[config.mk]
export PLATFORM = sky130hd
export DESIGN_NAME = pwm_bank_ctrl
export DESIGN_NICKNAME = d
export VERILOG_FILES = /design/src/rtl/pwm_bank_ctrl.sv
export SDC_FILE = /design/constraint.sdc
export NUM_CORES = 1
export LEC_CHECK = 0
export ABC_AREA = 1
export CAP_MARGIN = 5
export CORE_MARGIN = 4
export CORE_UTILIZATION = 34
export DETAILED_ROUTE_END_ITERATION = 16
export GPL_ROUTABILITY_DRIVEN = 0
export PLACE_DENSITY = 0.56
export SYNTH_ARGS = -nofsm -noshare
export SYNTH_HDL_FRONTEND = slang
export SYNTH_SLANG_ARGS = --single-unit
[constraint.sdc]
create_clock -name Clock -period 1.8 [get_ports Clock]
set_input_delay 0.27 -clock Clock [delete_from_list [all_inputs] [get_ports Clock]]
set_output_delay 0.27 -clock Clock [all_outputs]
set_load 0.1 [all_outputs]
[src/rtl/pwm_bank_ctrl.sv]
// pwm_bank_ctrl: register bank and PWM generator for the 8-pin pad buffer.
// Duty/period are shadowed and applied at period wrap.
module pwm_bank_ctrl #(
    parameter int CHANNELS  = 8,
    parameter int CNT_WIDTH = 8,
    parameter int PRE_WIDTH = 8
) (
    input  logic                  Clock,
    input  logic                  Reset_n,
    input  logic                  WrEn,
    input  logic [3:0]            WrAddr,
    input  logic [15:0]           WrData,
    input  logic [3:0]            RdAddr,
    output logic [15:0]           RdData,
    output logic [2*CHANNELS-1:0] Mode,
    output logic [CHANNELS-1:0]   Output,
    output logic [CHANNELS-1:0]   PWM,
    output logic                  PeriodTick
);

    typedef logic [CHANNELS-1:0][CNT_WIDTH-1:0] duty_arr_t;

    logic [2*CHANNELS-1:0] mode_q, mode_d;
    logic [CHANNELS-1:0]   out_q, out_d;
    logic [CNT_WIDTH-1:0]  period_sh_q, period_sh_d;
    logic [CNT_WIDTH-1:0]  period_act_q, period_act_d;
    logic [PRE_WIDTH-1:0]  pre_q, pre_d;
    logic                  en_q, en_d;
    duty_arr_t             duty_sh_q, duty_sh_d;
    duty_arr_t             duty_act_q, duty_act_d;
    logic [PRE_WIDTH-1:0]  pre_cnt_q, pre_cnt_d;
    logic [CNT_WIDTH-1:0]  cnt_q, cnt_d;
    logic [CHANNELS-1:0]   pwm_q, pwm_d;
    logic                  ptick_q, ptick_d;
    logic [15:0]           rd_q, rd_d;

    // Counting only while enabled now and not being disabled this cycle,
    // so a Ctrl clear drops PWM and the counters on the very next edge.
    logic run;
    logic tick;
    logic wrap;

    assign run  = en_q & en_d;
    assign tick = run && (pre_cnt_q == pre_q);
    assign wrap = tick && (cnt_q == period_act_q);

    assign Mode       = mode_q;
    assign Output     = out_q;
    assign PWM        = pwm_q;
    assign PeriodTick = ptick_q;
    assign RdData     = rd_q;

    // Register-bus write decode into the configuration and shadow registers.
    always_comb begin
        mode_d      = mode_q;
        out_d       = out_q;
        period_sh_d = period_sh_q;
        pre_d       = pre_q;
        en_d        = en_q;
        duty_sh_d   = duty_sh_q;
        if (WrEn) begin
            case (WrAddr)
                4'd0:    mode_d      = WrData[2*CHANNELS-1:0];
                4'd1:    out_d       = WrData[CHANNELS-1:0];
                4'd2:    period_sh_d = WrData[CNT_WIDTH-1:0];
                4'd3:    pre_d       = WrData[PRE_WIDTH-1:0];
                4'd4:    en_d        = WrData[0];
                default: ;
            endcase
            for (int i = 0; i < CHANNELS; i++) begin
                if (WrAddr == 4'(8 + i)) begin
                    duty_sh_d[i] = WrData[CNT_WIDTH-1:0];
                end
            end
        end
    end

    // Prescaler, period counter, wrap-time shadow transfer and PWM compare.
    always_comb begin
        pre_cnt_d    = '0;
        cnt_d        = '0;
        period_act_d = period_act_q;
        duty_act_d   = duty_act_q;
        pwm_d        = '0;
        ptick_d      = 1'b0;
        if (run) begin
            // A prescaler above a freshly lowered Prescale falls to 0 silently.
            if (pre_cnt_q < pre_q) begin
                pre_cnt_d = pre_cnt_q + 1'b1;
            end
            if (wrap) begin
                cnt_d        = '0;
                period_act_d = period_sh_q;
                duty_act_d   = duty_sh_q;
                ptick_d      = 1'b1;
            end else if (tick) begin
                cnt_d = cnt_q + 1'b1;
            end else begin
                cnt_d = cnt_q;
            end
            for (int i = 0; i < CHANNELS; i++) begin
                pwm_d[i] = (cnt_q < duty_act_q[i]);
            end
        end else begin
            period_act_d = period_sh_q;
            duty_act_d   = duty_sh_q;
        end
    end

    // Registered read mux; unmapped addresses return zero.
    always_comb begin
        rd_d = '0;
        case (RdAddr)
            4'd0:    rd_d = 16'(mode_q);
            4'd1:    rd_d = 16'(out_q);
            4'd2:    rd_d = 16'(period_sh_q);
            4'd3:    rd_d = 16'(pre_q);
            4'd4:    rd_d = {15'd0, en_q};
            default: ;
        endcase
        for (int i = 0; i < CHANNELS; i++) begin
            if (RdAddr == 4'(8 + i)) begin
                rd_d = 16'(duty_sh_q[i]);
            end
        end
    end

    // State register with asynchronous clear to the idle/hi-Z state.
    always_ff @(posedge Clock or negedge Reset_n) begin
        if (!Reset_n) begin
            mode_q       <= '0;
            out_q        <= '0;
            period_sh_q  <= '1;
            period_act_q <= '1;
            pre_q        <= '0;
            en_q         <= 1'b0;
            duty_sh_q    <= '0;
            duty_act_q   <= '0;
            pre_cnt_q    <= '0;
            cnt_q        <= '0;
            pwm_q        <= '0;
            ptick_q      <= 1'b0;
            rd_q         <= '0;
        end else begin
            mode_q       <= mode_d;
            out_q        <= out_d;
            period_sh_q  <= period_sh_d;
            period_act_q <= period_act_d;
            pre_q        <= pre_d;
            en_q         <= en_d;
            duty_sh_q    <= duty_sh_d;
            duty_act_q   <= duty_act_d;
            pre_cnt_q    <= pre_cnt_d;
            cnt_q        <= cnt_d;
            pwm_q        <= pwm_d;
            ptick_q      <= ptick_d;
            rd_q         <= rd_d;
        end
    end

endmodule

==> results of run 1 <==
[report_power, final]
part           internal [mW]  total, mW  switching, mW
sequential              6.24       7.25           1.01
clock                   3.42       5.47           2.05
combinational           2.72       7.33           4.61
[cell usage after synthesis (13+ instances only)]
library cell and instances:
sky130_fd_sc_hd__a21oi_1 56, sky130_fd_sc_hd__clkbuf_1 24, sky130_fd_sc_hd__dfrtp_1 202, sky130_fd_sc_hd__dfstp_2 16
sky130_fd_sc_hd__ha_1 66, sky130_fd_sc_hd__inv_1 147, sky130_fd_sc_hd__nand2_1 301, sky130_fd_sc_hd__nand3_1 62
sky130_fd_sc_hd__nand4_1 24, sky130_fd_sc_hd__nor2_1 59, sky130_fd_sc_hd__o21ai_0 123, sky130_fd_sc_hd__o21ai_2 44
sky130_fd_sc_hd__xor2_1 13
[kinds of logic (layout without fill, tap and decap cells)]
kind of cell / Yosys count / count (layout)
DFF: 218 / 218
AOI/OAI and AO/OA: 250 / 250
adders and majority gates: 66 / 66
xor gates and xnor gates: 15 / 15
buffers and inverters: 195 / 395
and+or+nand+nor: 477 / 477
[worst max path at each step]
stage / start / end / cells past startpoint
after detailed placement: WrAddr[0] / cnt_q[4]$_DFFE_PN0P_ / 9
final: pre_cnt_q[3]$_DFF_PN0_ / duty_act_q[57]$_DFFE_PN0P_ / 11
after floorplan: pre_cnt_q[3]$_DFF_PN0_ / duty_act_q[55]$_DFFE_PN0P_ / 10
after CTS: pre_q[6]$_DFFE_PN0P_ / duty_act_q[25]$_DFFE_PN0P_ / 9
after global routing: pre_q[2]$_DFFE_PN0P_ / duty_act_q[58]$_DFFE_PN0P_ / 12
after global placement: WrEn / cnt_q[2]$_DFFE_PN0P_ / 10
[state kept, by name, indices dropped and copies added, names as in the netlist, 16 cells and up]
signal / count
Mode: 16
duty_act_q: 64
RdData: 16
duty_sh_q: 64
[worst reg2reg max path, cell delays in order, from the launching register on]
cell and delay (ns):
sky130_fd_sc_hd__dfrtp_1 0.42, sky130_fd_sc_hd__ha_4 0.29, sky130_fd_sc_hd__nand2_2 0.04, sky130_fd_sc_hd__inv_2 0.07
sky130_fd_sc_hd__nand3_4 0.08, sky130_fd_sc_hd__nor2_4 0.22, sky130_fd_sc_hd__nand3_4 0.15, sky130_fd_sc_hd__nand2_8 0.14
sky130_fd_sc_hd__buf_8 0.15, sky130_fd_sc_hd__clkbuf_16 0.17, sky130_fd_sc_hd__nand2_1 0.07, sky130_fd_sc_hd__o21ai_2 0.06
[through the flow]
stage,power [mW],cell area (um2),hold slack (ns),setup TNS (ns)
6_report,20.1,14400,0.253,-7.53
5_1_grt,21.2,14400,0.294,-14.18
4_1_cts,19.3,13700,0.257,-5.66
3_5_place_dp,13.7,12800,0.213,-26.21
3_3_place_gp,13.5,12800,0.210,-26.78
2_1_floorplan,11.4,10800,-0.0256,-0.287
[final cells by class]
cell class	count	area, um2	area share
clock buffers	35	703	0.0489
repair buffers	201	2240	0.156
clock inverters	9	170	0.0118
flip-flops and latches	218	5480	0.381
multi-input cells	808	4720	0.329
inverters	150	563	0.0392
well taps	396	495	0.0345
[what timing repair did]
item                                    CTS  global route
gates resized for setup                   6            89
hold buffers                              1             0
cloned                                    1            15
endpoints found under the hold margin    41             0
endpoints found under the setup margin   80            95
setup buffers                             1             6
pin swaps                                 3             8
[metal layers]
metal / routed length, um / GRT usage / vias up / share of wire
met5: 0 / 0 / - / 0
met4: 837 / 0.0574 / 0 / 0.025
met3: 1670 / 0.0315 / 58 / 0.051
met2: 15300 / 0.291 / 227 / 0.47
met1: 15000 / 0.267 / 4367 / 0.46
li1: - / - / 4356 / -
==> impl_metrics.ini, run 1 <==
[outcome]
status = complete, but fails checks
failed_checks = negative setup slack

[layout]
antennaDiodeCount = 0
final_layout_size_suffix_gt1_frac = 0.248
commonest_cells_after_routing_fill_and_taps_aside = sky130_fd_sc_hd__nand2_1, sky130_fd_sc_hd__dfrtp_1, sky130_fd_sc_hd__inv_1, sky130_fd_sc_hd__buf_4, sky130_fd_sc_hd__o21ai_0
area.growth.synth_to_final_pct = 33.7
post-route-util = 0.465
num-nets-final = 1497
nFillCells = 2969
mostFrequentLayoutCell = sky130_fd_sc_hd__nand2_1
fin_cells = 1817

[global_routing]
grt_start_max_net_pins = 49
total_gr_overflow = 0
grt_util_all_layers = 0.187
grt_first_pass_wirelength_um = 50600
first_global_vias = 8815
antenna_found_initial = 0

[clocking]
clock_tree.htree_level_count = 1
cts-root-to-sink-buffers = 3
cts_tree = done
clk_latency_ns = 0.52
ctsRootBufferMaster = sky130_fd_sc_hd__clkbuf_16
clkTransAtPathRegs_ns = 0.06
numClockSinks = 218
cts_inserted_buffers = 25

[route]
firstDrtPassIters = 6
via_count = 9008
avgViaCountPerCell = 4.96
avgRoutedWirePerCell_um = 18.1
dr_drc_count = 0
detail_route.wirelength_um = 32900
final_antenna_net_count = 0
initialDrtViolationCount = 769

[floorplanning]
num_rows = 64
fp.coreArea_um2 = 30900
initial_utilization = 0.348
floorplan_die_area_um2 = 34500
ioPinCount = 76
die_y_um = 186
die_w_um = 186

[sta]
fmax_mhz = 516
report.final.hold_viol_count = 0
final.setup.worst_slack_ns = -0.137
finalWorstPathRequiredPeriod_ns = 1.94
slew_at_the_pin_closest_to_its_max_slew_limit_ns = 0.570
finalSetupViolations = 80
slew-limit-headroom = 0.619
setup_repair_after_global_routing_missed_its_margin = true
timing.final.crit_share = 1.08
timing.clock.skew_ns = 0.00905
drv_slew = 0

[critical_path]
crit_path_frequent_cell = sky130_fd_sc_hd__nand3_4
worst-setup-path-type = reg2reg
r2r_end = duty_act_q[57]$_DFFE_PN0P_
worst_r2r_startpoint = pre_cnt_q[3]$_DFF_PN0_
timing.critical_path.slowest_stage_cell = sky130_fd_sc_hd__dfrtp_1
path_cells = ha_4, nand2_2, inv_2, nand3_4, nor2_4, nand3_4, nand2_8, buf_8, clkbuf_16, nand2_1, o21ai_2
worst-r2r-setup-slack_ns = -0.14
r2r.worst_path.cells = 11
timing.critical_path.arrival_ns = 2.38
crit_path_start_kind = register
worstSetupEndpointType = register
cp.required_ns = 2.25
cpLargestDelayFamily = simple AND/OR/NAND/NOR gates
crit_path_max_incr_delay_ns = 0.42
worstPathMaxFanout = 8
cp_num_buf_inv = 3

[power_and_ir_drop]
irDropWorstVdd_mv = 0.965
p_leak_nw = 7.11
cellPowerDensity_nw_per_um2 = 1390

[synthesis]
synth_mux_area_frac = 0
synth-edff-count = 0
synth.top_cell.area_share = 0.470
synthesized_area_um2 = 10700
synth_xor_xnor_area_share = 0.0129
post_synth_num_cell_types = 35
number_of_instances_in_the_synthesized_netlist = 1221
synth.avg_cell_area_um2 = 8.80
ys_top_cells_by_area = sky130_fd_sc_hd__dfrtp_1, sky130_fd_sc_hd__nand2_1, sky130_fd_sc_hd__ha_1
synth.yosys.seq_area_share = 0.509
combinational_family_with_the_most_area_after_synthesis = simple AND/OR/NAND/NOR gates
synth-adder-area-share = 0.0768
synthSimpleGateAreaFrac = 0.188
synthesis.nets = 1314
dominantRegCellSynth = sky130_fd_sc_hd__dfrtp_1
synth_seq_cells = 218
ys_async_sr_fraction = 1.00
complex_gate_fraction_of_the_synthesized_area = 0.134
synth.yosys.warnings = 0
yosysTopAreaCell = sky130_fd_sc_hd__dfrtp_1

[job]
max_cap_violations = 0

[hold_path]
hp-class = in2async

[placed_design]
buffer_ports.inserted = 75
post-dp-hpwl_um = 23100
placedCellCount = 1750
dpl_worst_slack_ns = -0.447
Power figures use the tool's default switching activity.
==> inputs of run 2 (changes only) <==
--- a/config.mk
+++ b/config.mk
@@ -5,13 +5,13 @@
 export SDC_FILE = /design/constraint.sdc
 export NUM_CORES = 1
 export LEC_CHECK = 0
-export ABC_AREA = 1
 export CAP_MARGIN = 5
 export CORE_MARGIN = 4
-export CORE_UTILIZATION = 34
+export CORE_UTILIZATION = 27
 export DETAILED_ROUTE_END_ITERATION = 16
+export DONT_BUFFER_PORTS = 1
 export GPL_ROUTABILITY_DRIVEN = 0
-export PLACE_DENSITY = 0.56
+export PLACE_DENSITY = 0.45
 export SYNTH_ARGS = -nofsm -noshare
 export SYNTH_HDL_FRONTEND = slang
 export SYNTH_SLANG_ARGS = --single-unit
==> run 2 against run 1 <==
Net effect:
- the run ends with negative hold slack, negative setup slack left
- final area down 3.5%
- synthesized area up 2.5%
- synthesized cell count down 24%
- combinational power down 15%
- via count down 17%
- maximum frequency down 5.1%
- hold slack worse by 0.81 ns
- routed wire length down 2.1%
- final cell count down 12%
- highest routed layer is now met5
==> impl_metrics.ini, run 2 <==
[synthesis]
synthMostInstantiatedCell = sky130_fd_sc_hd__dfrtp_1
synthTopCellsByCount = sky130_fd_sc_hd__dfrtp_1, sky130_fd_sc_hd__mux2_2, sky130_fd_sc_hd__inv_1, sky130_fd_sc_hd__ha_1, sky130_fd_sc_hd__mux2_4
synthesis.nets = 1019
synth_seq_cells = 218
synth.top_cell.area_share = 0.459
ys_top_cells_by_area = sky130_fd_sc_hd__dfrtp_1, sky130_fd_sc_hd__mux2_2, sky130_fd_sc_hd__mux2_4
synth-edff-count = 0
dominantRegCellSynth = sky130_fd_sc_hd__dfrtp_1
synthesized_area_um2 = 11000
number_of_instances_in_the_synthesized_netlist = 926
yosysTopAreaCell = sky130_fd_sc_hd__dfrtp_1
synth.avg_cell_area_um2 = 11.9
post_synth_num_cell_types = 51
synth.yosys.warnings = 0
ys_async_sr_fraction = 1.00
synth.yosys.seq_area_share = 0.497

[layout]
num-nets-final = 1140
stdcell_area_um2 = 13900
layout_top_registers = duty_act_q x64, duty_sh_q x64
regArea_um2 = 5480
nFillCells = 4016
mostFrequentLayoutCell = sky130_fd_sc_hd__dfrtp_1
multi_input_area_um2 = 5290
area.growth.synth_to_final_pct = 25.9
commonest_cells_after_routing_fill_and_taps_aside = sky130_fd_sc_hd__dfrtp_1, sky130_fd_sc_hd__buf_4, sky130_fd_sc_hd__mux2_2, sky130_fd_sc_hd__inv_1, sky130_fd_sc_hd__mux2_4
final_layout_size_suffix_gt1_frac = 0.381

[sta]
timing.final.crit_share = 1.13
finalWorstPathRequiredPeriod_ns = 2.04
finalSetupViolations = 90
drv_slew = 0
tns_ns = -16.75
final.setup.worst_slack_ns = -0.241
slew-limit-headroom = 0.327
slew_at_the_pin_closest_to_its_max_slew_limit_ns = 1.00
timing.clock.skew_ns = 0.00936
report.final.hold_viol_count = 218
fmax_mhz = 490
hold_ws_ns = -0.557
setup_repair_after_global_routing_missed_its_margin = true

[critical_path]
worstPathMaxFanout = 16
cp.required_ns = 2.21
worst-setup-path-type = reg2reg
path_cells = inv_2, ha_4, nand4_1, nor2_4, and4_4, nor2_8, buf_12, mux2_4
r2r.worst_path.cells = 8
timing.critical_path.slowest_stage_cell = sky130_fd_sc_hd__dfrtp_1
worstSetupEndpointType = register
crit_path_max_incr_delay_ns = 0.39
crit_path_start_kind = register
timing.critical_path.arrival_ns = 2.45

[global_routing]
grt_util_all_layers = 0.143
grt_first_pass_wirelength_um = 48800
antenna_found_initial = 2
total_gr_overflow = 0
first_global_vias = 7748
grt_start_max_net_pins = 219

[clocking]
cts_tree = done
ctsRootBufferMaster = sky130_fd_sc_hd__clkbuf_16
clkTransAtPathRegs_ns = 0.06
clock_tree.htree_level_count = 1
cts_inserted_buffers = 26
numClockSinks = 218
cts-root-to-sink-buffers = 3
post_cts_hold_buffer_count = 17
clk_latency_ns = 0.53

[route]
via_count = 7459
firstDrtPassIters = 5
avgRoutedWirePerCell_um = 20.2
final_antenna_net_count = 0
avgViaCountPerCell = 4.68
initialDrtViolationCount = 419
dr_drc_count = 0
detail_route.wirelength_um = 32200

[floorplanning]
initial_utilization = 0.275
floorplan_die_area_um2 = 44100
fp.coreArea_um2 = 40000
num_rows = 73
ioPinCount = 76
die_y_um = 210
die_w_um = 210

[power_and_ir_drop]
cellPowerDensity_nw_per_um2 = 1390
p_leak_nw = 6.50
irDropWorstVdd_mv = 0.727
totalPowerFinal_mw = 19.4

[hold_path]
hp-class = in2async

[outcome]
status = complete, but fails checks
failed_checks = negative hold slack, negative setup slack

[placed_design]
post-dp-hpwl_um = 21200
buffer_ports.inserted = 0
dpl_cell_area_um2 = 12300

[job]
max_cap_violations = 0
## run 2: cell types whose count changed after synthesis, moves of 12 or more
cell / previous run / this run
sky130_fd_sc_hd__mux2i_1: 0 / 16
sky130_fd_sc_hd__nor2b_1: 0 / 12
sky130_fd_sc_hd__mux2_2: 0 / 109
sky130_fd_sc_hd__o21ai_2: 44 / 0
sky130_fd_sc_hd__mux2_4: 0 / 60
sky130_fd_sc_hd__inv_1: 147 / 75
sky130_fd_sc_hd__o21ai_0: 123 / 48
sky130_fd_sc_hd__nand4_1: 24 / 6
sky130_fd_sc_hd__nand2_1: 301 / 33
sky130_fd_sc_hd__nand3_1: 62 / 22
sky130_fd_sc_hd__o21ai_1: 12 / 0
## run 2: path summary, 6_finish.rpt
| check | from | end | slack, ns |
|---|---|---|---|
| max in group asynchronous | Reset_n | period_sh_q[4]$_DFFE_PN1P_ | 2.02 |
| max reg2reg | pre_q[6]$_DFFE_PN0P_ | duty_act_q[3]$_DFFE_PN0P_ | -0.24 |
| min reg2reg | duty_act_q[38]$_DFFE_PN0P_ | duty_act_q[38]$_DFFE_PN0P_ | 0.50 |
| min | Reset_n | PWM[7]$_DFF_PN0_ | -0.56 |
| min in group Clock | RdAddr[1] | RdData[6]$_DFF_PN0_ | 0.05 |
| max | pre_q[6]$_DFFE_PN0P_ | duty_act_q[3]$_DFFE_PN0P_ | -0.24 |
## run 2: logic make-up (layout without fill, tap and decap cells)
kind of cell	Yosys count	after routing	synth area share
DFF	218	218	0.497
other	0	2	0
AOI/OAI and AO/OA	155	155	0.0839
muxes	187	187	0.210
and+or+nand+nor	161	161	0.0724
xor gates and xnor gates	20	20	0.0159
buffers and inverters	119	260	0.0462
adders and majority gates	66	66	0.0749
## run 2: final cells by class
class,count,area share
antenna,2,0.000361
clock buffer,39,0.0599
clock inverter,9,0.0109
inverter,75,0.0203
multi-input combinational,589,0.381
sequential,218,0.395
tap,525,0.0473
timing repair buffer,137,0.0855
## run 2: power by group
part           switching, mW  internal (mW)  total, mW
registers              0.878           6.29       7.17
clock network           2.18           3.75       5.92
logic                   3.53           2.73       6.26
## run 2: timing repair
item / CTS / global route
hold endpoints to repair: 329 / 218
cloned: 2 / 1
buffers inserted: 7 / 7
setup endpoints to repair: 96 / 97
pin swaps: 13 / 26
gates resized for setup: 28 / 49
## run 2: stage by stage
| stage | setup slack (ns) | instances | utilization |
|---|---|---|---|
| after floorplan | -0.201 | 926 | - |
| after global placement | -0.306 | 1512 | 0.308 |
| after detailed placement | -0.321 | 1512 | 0.308 |
| after CTS | -0.257 | 1585 | 0.341 |
| after global routing | -0.318 | 1593 | 0.347 |
| final | -0.241 | 1594 | 0.347 |
## run 2: worst max-delay path: cells and delay by family, from the launching register on
kind,cells,cell delay (ns)
adder cells (fa/ha/maj),1,0.20
buffers and inverters,2,0.31
flip-flops,1,0.39
multiplexers,1,0.31
AND/OR/NAND/NOR,4,0.70
## run 2: layer usage
| layer | GRT usage | routed length, um | vias to the layer above |
|---|---|---|---|
| met1 | 0.203 | 15300 | 3766 |
| met3 | 0.0338 | 1750 | 42 |
| li1 | - | - | 3491 |
| met2 | 0.226 | 14400 | 158 |
| met4 | 0.0302 | 682 | 2 |
| met5 | 0 | 7 | - |
